File: config.mk
export PLATFORM = sky130hd
export DESIGN_NAME = text_buffer_arbiter
export DESIGN_NICKNAME = d
export VERILOG_FILES = /design/src/rtl/text_buffer_pkg.sv /design/src/rtl/text_buffer_arbiter_char_ram.sv /design/src/rtl/text_buffer_arbiter.sv
export SDC_FILE = /design/constraint.sdc
export NUM_CORES = 1
export LEC_CHECK = 0
export CORE_MARGIN = 2
export CORE_UTILIZATION = 65
export CTS_BUF_LIST = sky130_fd_sc_hd__clkbuf_8
export DETAILED_ROUTE_END_ITERATION = 12
export DONT_BUFFER_PORTS = 1
export HOLD_SLACK_MARGIN = 0.05
export PLACE_DENSITY = 0.88
export SLEW_MARGIN = 5
export SYNTH_ARGS = -nofsm -noshare
export SYNTH_HDL_FRONTEND = slang
export SYNTH_SLANG_ARGS = --single-unit
export TNS_END_PERCENT = 10
File: constraint.sdc
create_clock -name clk_i -period 4.55 [get_ports clk_i]
set_input_delay 0.91 -clock clk_i [delete_from_list [all_inputs] [get_ports clk_i]]
set_output_delay 0.91 -clock clk_i [all_outputs]
set_load 0.03 [all_outputs]
File: src/rtl/text_buffer_pkg.sv
// Shared types and defaults for the text buffer arbiter and its character RAM.
package text_buffer_pkg;
   localparam logic [7:0] FILL_CHAR_DEFAULT = 8'h20;
   localparam int         DEPTH_DEFAULT     = 64;

   typedef enum logic {IDLE, CLEAR} state_e;
   typedef enum logic {GRANT_A, GRANT_B} grant_e;
endpackage

File: src/rtl/text_buffer_arbiter_char_ram.sv
// DEPTH x 8 character store: one write port, one registered read port (1 cycle),
// read-before-write on a same-cell collision; contents are not reset.
module char_ram #(
   parameter int DEPTH  = 64,
   parameter int ADDR_W = 6
) (
   input  logic              clk_i,
   input  logic              we_i,
   input  logic [ADDR_W-1:0] waddr_i,
   input  logic [7:0]        wdata_i,
   input  logic [ADDR_W-1:0] raddr_i,
   output logic [7:0]        rdata_o
);
   logic [7:0] mem_q [DEPTH];

   always_ff @(posedge clk_i) begin
      if (we_i) mem_q[waddr_i] <= wdata_i;
      rdata_o <= mem_q[raddr_i];
   end
endmodule

File: src/rtl/text_buffer_arbiter.sv
// Two-writer round-robin character buffer with a fill sweep after reset/on request.
// Readys are combinational (same-cycle accept); read port returns data 1 cycle later.
module text_buffer_arbiter
   import text_buffer_pkg::*;
#(
   parameter int         DEPTH     = DEPTH_DEFAULT,
   parameter int         ADDR_W    = 6,
   parameter logic [7:0] FILL_CHAR = FILL_CHAR_DEFAULT
) (
   input  logic              clk_i,
   input  logic              reset_ni,
   input  logic              reqA_valid_i,
   input  logic [ADDR_W-1:0] reqA_addr_i,
   input  logic [7:0]        reqA_char_i,
   output logic              reqA_ready_o,
   input  logic              reqB_valid_i,
   input  logic [ADDR_W-1:0] reqB_addr_i,
   input  logic [7:0]        reqB_char_i,
   output logic              reqB_ready_o,
   input  logic              clear_i,
   output logic              busy_o,
   input  logic [ADDR_W-1:0] charAddress_i,
   output logic [7:0]        charData_o
);
   state_e            state_q, state_d;
   grant_e            last_grant_q, last_grant_d;
   logic [ADDR_W-1:0] clear_cnt_q, clear_cnt_d;
   logic              rd_vld_q, rd_vld_d;
   logic              grant_a, grant_b;
   logic              ram_we;
   logic [ADDR_W-1:0] ram_waddr;
   logic [7:0]        ram_wdata;
   logic [7:0]        ram_rdata;

   always_comb begin
      state_d      = state_q;
      last_grant_d = last_grant_q;
      clear_cnt_d  = clear_cnt_q;
      rd_vld_d     = 1'b1;
      grant_a      = 1'b0;
      grant_b      = 1'b0;
      ram_we       = 1'b0;
      ram_waddr    = clear_cnt_q;
      ram_wdata    = FILL_CHAR;
      case (state_q)
         CLEAR: begin
            ram_we      = 1'b1;
            clear_cnt_d = clear_cnt_q + 1'b1;
            if (clear_cnt_q == ADDR_W'(DEPTH - 1)) state_d = IDLE;
         end
         IDLE: begin
            if (clear_i) begin
               state_d     = CLEAR;
               clear_cnt_d = '0;
            end else begin
               // On a tie the requester that did not win last time goes first.
               grant_a = reqA_valid_i && (!reqB_valid_i || last_grant_q == GRANT_B);
               grant_b = reqB_valid_i && (!reqA_valid_i || last_grant_q == GRANT_A);
               if (grant_a) begin
                  ram_we       = 1'b1;
                  ram_waddr    = reqA_addr_i;
                  ram_wdata    = reqA_char_i;
                  last_grant_d = GRANT_A;
               end else if (grant_b) begin
                  ram_we       = 1'b1;
                  ram_waddr    = reqB_addr_i;
                  ram_wdata    = reqB_char_i;
                  last_grant_d = GRANT_B;
               end
            end
         end
      endcase
   end

   always_ff @(posedge clk_i or negedge reset_ni) begin
      if (!reset_ni) begin
         state_q      <= CLEAR;
         last_grant_q <= GRANT_B;
         clear_cnt_q  <= '0;
         rd_vld_q     <= 1'b0;
      end else begin
         state_q      <= state_d;
         last_grant_q <= last_grant_d;
         clear_cnt_q  <= clear_cnt_d;
         rd_vld_q     <= rd_vld_d;
      end
   end

   char_ram #(.DEPTH(DEPTH), .ADDR_W(ADDR_W)) u_char_ram (
      .clk_i   (clk_i),
      .we_i    (ram_we),
      .waddr_i (ram_waddr),
      .wdata_i (ram_wdata),
      .raddr_i (charAddress_i),
      .rdata_o (ram_rdata)
   );

   assign reqA_ready_o = grant_a;
   assign reqB_ready_o = grant_b;
   assign busy_o       = (state_q == CLEAR);
   // The RAM has no reset, so the read output shows FILL_CHAR until its first registered read.
   assign charData_o   = rd_vld_q ? ram_rdata : FILL_CHAR;
endmodule

==> summary.md <==
| Metric | Value |
|---|---|
| Crit path time final | `3.710 ns` |
| Share of post-route cells with drive strength above 1 | `27.18%` |
| Syn_area_per_cell | `20.28 µm²` |
| Routed WL | `48.62 mm` |
| Post-DP Area | `21570 µm²` |
| RR Startpoint | `busy_o` |
| Relative slew slack | `17.44%` |
| CTS Hold Bufs | `1` |
| Initial Util | `65.93%` |
| Area grow syn2layout | `11.24%` |
| Yosys warns | `0` |
| IO Pins | `50` |
| Hold WS | `0.1296 ns` |
| Port bufs | `0` |
| CTS buffer count | `79` |
| Slowest cell on crit path | `a222oi_1` |
| R2R setup slack | `0.84 ns` |
| Compound-Gate Fraction of Synth Area | `3.937%` |
| Flop pwr share | `54.2%` |
| Final Core Density | `73.34%` |
| Routed vias | `11.44k` |
| Final Power | `10.62 mW` |
| Commonest non-fill, non-tap cell in the layout | `edfxtp_1` |
| Buffers & Inverters on Critical Path | `3` |
| Nets | `1158` |
| Initial antenna violation count | `0` |
| Final worst path period share | `81.53%` |
| Worst R2R End | `u_char_ram.mem_q[23][6]` |
| Multiplexer share of the synthesized area | `14.24%` |
| Unique masters post-synth | `60` |
| Combinational family with the most area after synthesis | `multiplexers` |
| Reg2Reg Depth | `8` |
| Delay-heaviest family, CP | `simple AND/OR/NAND/NOR gates` |
| Final hold vios | `0` |
| Seq/Total Area, Yosys | `75.96%` |
| Net Sw Power | `2.677 mW` |
| Leakage power total | `7.641 nW` |
| Slowest stage delay, CP | `1.01 ns` |
| Vias/cell | `7.217` |
| Worst Setup SP | `busy_o` |
| Max rail drop VDD | `417.6 µV` |
| CTS tree | `built` |
| Pwr Density | `460.1 nW/µm²` |
| Wirelength per Cell | `30.68 µm` |
| Status | `completed` |
| Row count | `65` |
| Sw frac | `25.20%` |
| Tightest Hold Check Type | `input pin to async pin` |
| Commonest cells after routing, fill and taps aside | `edfxtp_1, mux4_2, clkbuf_8, nor2_1, buf_4` |
| Post-synth EDFFs | `512` |
| Fin Clk Skew | `0.02533 ns` |
| DP Worst Slack | `0.7766 ns` |
| Critical Path Stages | `8` |
| Max cap viols | `0` |
| Height of the die | `182.7 µm` |
| Worst Setup Path Type | `flip-flop to flip-flop` |
| Synth Area in XOR/XNOR | `0%` |
| Logic pwr share | `11.4%` |
| Die W | `182.7 µm` |
| Core area | `31470 µm²` |
| DR iter-0 viols | `2160` |
| Critical Path AT | `4.03 ns` |
| Slew Limit Fails | `0` |
| Worst-case clock buffer depth | `3` |
| Largest net degree at the start of global routing | `127` |
| Cell area after layout | `23080 µm²` |
| Clk sinks | `529` |
| # setup viols final | `0` |
| Cell Area, Synth | `20750 µm²` |
| Inst Count DP | `1438` |
| Post-DP HPWL | `28.86 mm` |
| CTS H-tree lvls | `3` |
| Yosys reg bits | `529` |
| Layout Cells excl Fill | `1585` |
| Fmax | `0.2696 GHz` |
| Async SR Flop Fraction | `1.701%` |
| Clock power frac | `34.5%` |
| Critical path startpoint category | `flip-flop` |
| RSZ-0062 raised after global routing | `no` |
| Post-synthesis simple-gate area fraction | `4.383%` |
| Clock Pin Slew Worst Setup and Hold Paths | `0.06 ns` |
| Post-cts repair resize count | `0` |
| CP Max Fanout | `11` |
| DRC | `0` |
| All-Layer GR Usage | `30.23%` |
| First-pass detailed-route iteration total | `9` |
| Slew @ Worst Pin | `1.238 ns` |
| Worst-Skew Late Latency | `0.62 ns` |
| Setup TNS Final | `0 ns` |
| Final ANT Viol Nets | `0` |
| Adder-Cell Fraction of Synth Area | `0.06030%` |
| Crit path required time | `4.87 ns` |
| Vias in the first global route | `11.32k` |
| Mapped Cells | `1023` |
| CP endpoint kind | `flip-flop` |
| Crit-path cells | `nor2_1 > nand3b_2 > inv_2 > a222oi_1 > buf_4 > or3b_1 > nor2_1 > buf_4` |
| Setup ws final | `0.8402 ns` |
| Post-CTS Setup Bufs | `0` |
| Clock root buffer | `clkbuf_8` |
| Syn nets | `1063` |
| Total grt overflow | `0` |
| Critical path capture point | `u_char_ram.mem_q[23][6]` |
| Routability congestion estimate | `0.9213` |
| Internal power | `7.945 mW` |
| First-pass GRT wire length | `72.43 mm` |
| Die ar. | `33370 µm²` |
| Ys flop type | `edfxtp_1` |
[how the worst min path moves through the flow]
stage / startpoint / to / slack, ns
after floorplan: clear_cnt_q[5] / busy_o / 0.45
after global placement: last_grant_q / last_grant_q / 0.48
after detailed placement: last_grant_q / last_grant_q / 0.48
after CTS: reset_ni / last_grant_q / 0.11
after global routing: reset_ni / last_grant_q / 0.11
final: reset_ni / last_grant_q / 0.13
[state kept, by name, indices dropped and copies added, names as in the netlist]
register / count
busy_o: 1
u_char_ram.mem_q: 512
clear_cnt_q: 6
u_char_ram.rdata_o: 8
rd_vld_q: 1
last_grant_q: 1
[final cells by class]
type / instances / area [µm²]
flip-flops and latches: 529 / 15760
fillers: 1599 / 8391
multi-input cells: 433 / 4708
clock buffers: 83 / 1142
repair buffers: 70 / 590.6
well taps: 402 / 503.0
clock inverters: 61 / 352.8
inverters: 5 / 18.77
diodes: 2 / 5.005
[power groups by stage]
stage	logic, mW	clock network (mW)	registers (mW)
after floorplan	0.764	0	5.79
after global placement	1.10	0	5.82
after detailed placement	1.16	0	5.84
after CTS	1.17	3.69	5.75
after global routing	1.26	3.88	5.76
final	1.21	3.66	5.75
[cell usage after synthesis (all sizes together), types with 4 or more instances]
library cell  number  area (µm²)
nand4              7       43.79
nand3             14       75.07
nand3b             6       48.80
o221ai             8       70.07
inv                5       18.77
dfxtp              8       160.2
a21oi              7       35.03
nand2             19       71.32
a31oi              8       50.05
a22o              10       87.58
buf               37       198.9
clkbuf            19       72.56
mux2i              5       50.05
or4                5       37.54
dfrtp              7       175.2
o22ai             20       125.1
nor2b              9       56.30
nor2              82       307.8
or2                4       25.02
mux4             128        2883
nor3               7       35.03
a2111oi            6       52.55
o211ai             6       45.04
nand2b            16       100.1
edfxtp           512       15370
a22oi             13       97.59
and2               8       50.05
o21ai             11       55.05
[kinds of logic (layout without fill, tap and decap cells)]
group,after synthesis,in the layout
other cells,1,3
compound gates,111,111
mux,135,135
fa+ha+maj,1,1
flops,529,529
simple gates,185,185
buf+inv,61,219
[metal layers]
layer / vias up / track usage [%] / share of wire (%)
li1: 4476 / - / -
met1: 5763 / 42.36 / 35
met2: 1057 / 47.36 / 48
met3: 143 / 7.264 / 13
met4: 0 / 11.61 / 3.6
met5: - / 0 / 0
No activity file was read; power rests on OpenSTA's default activity.
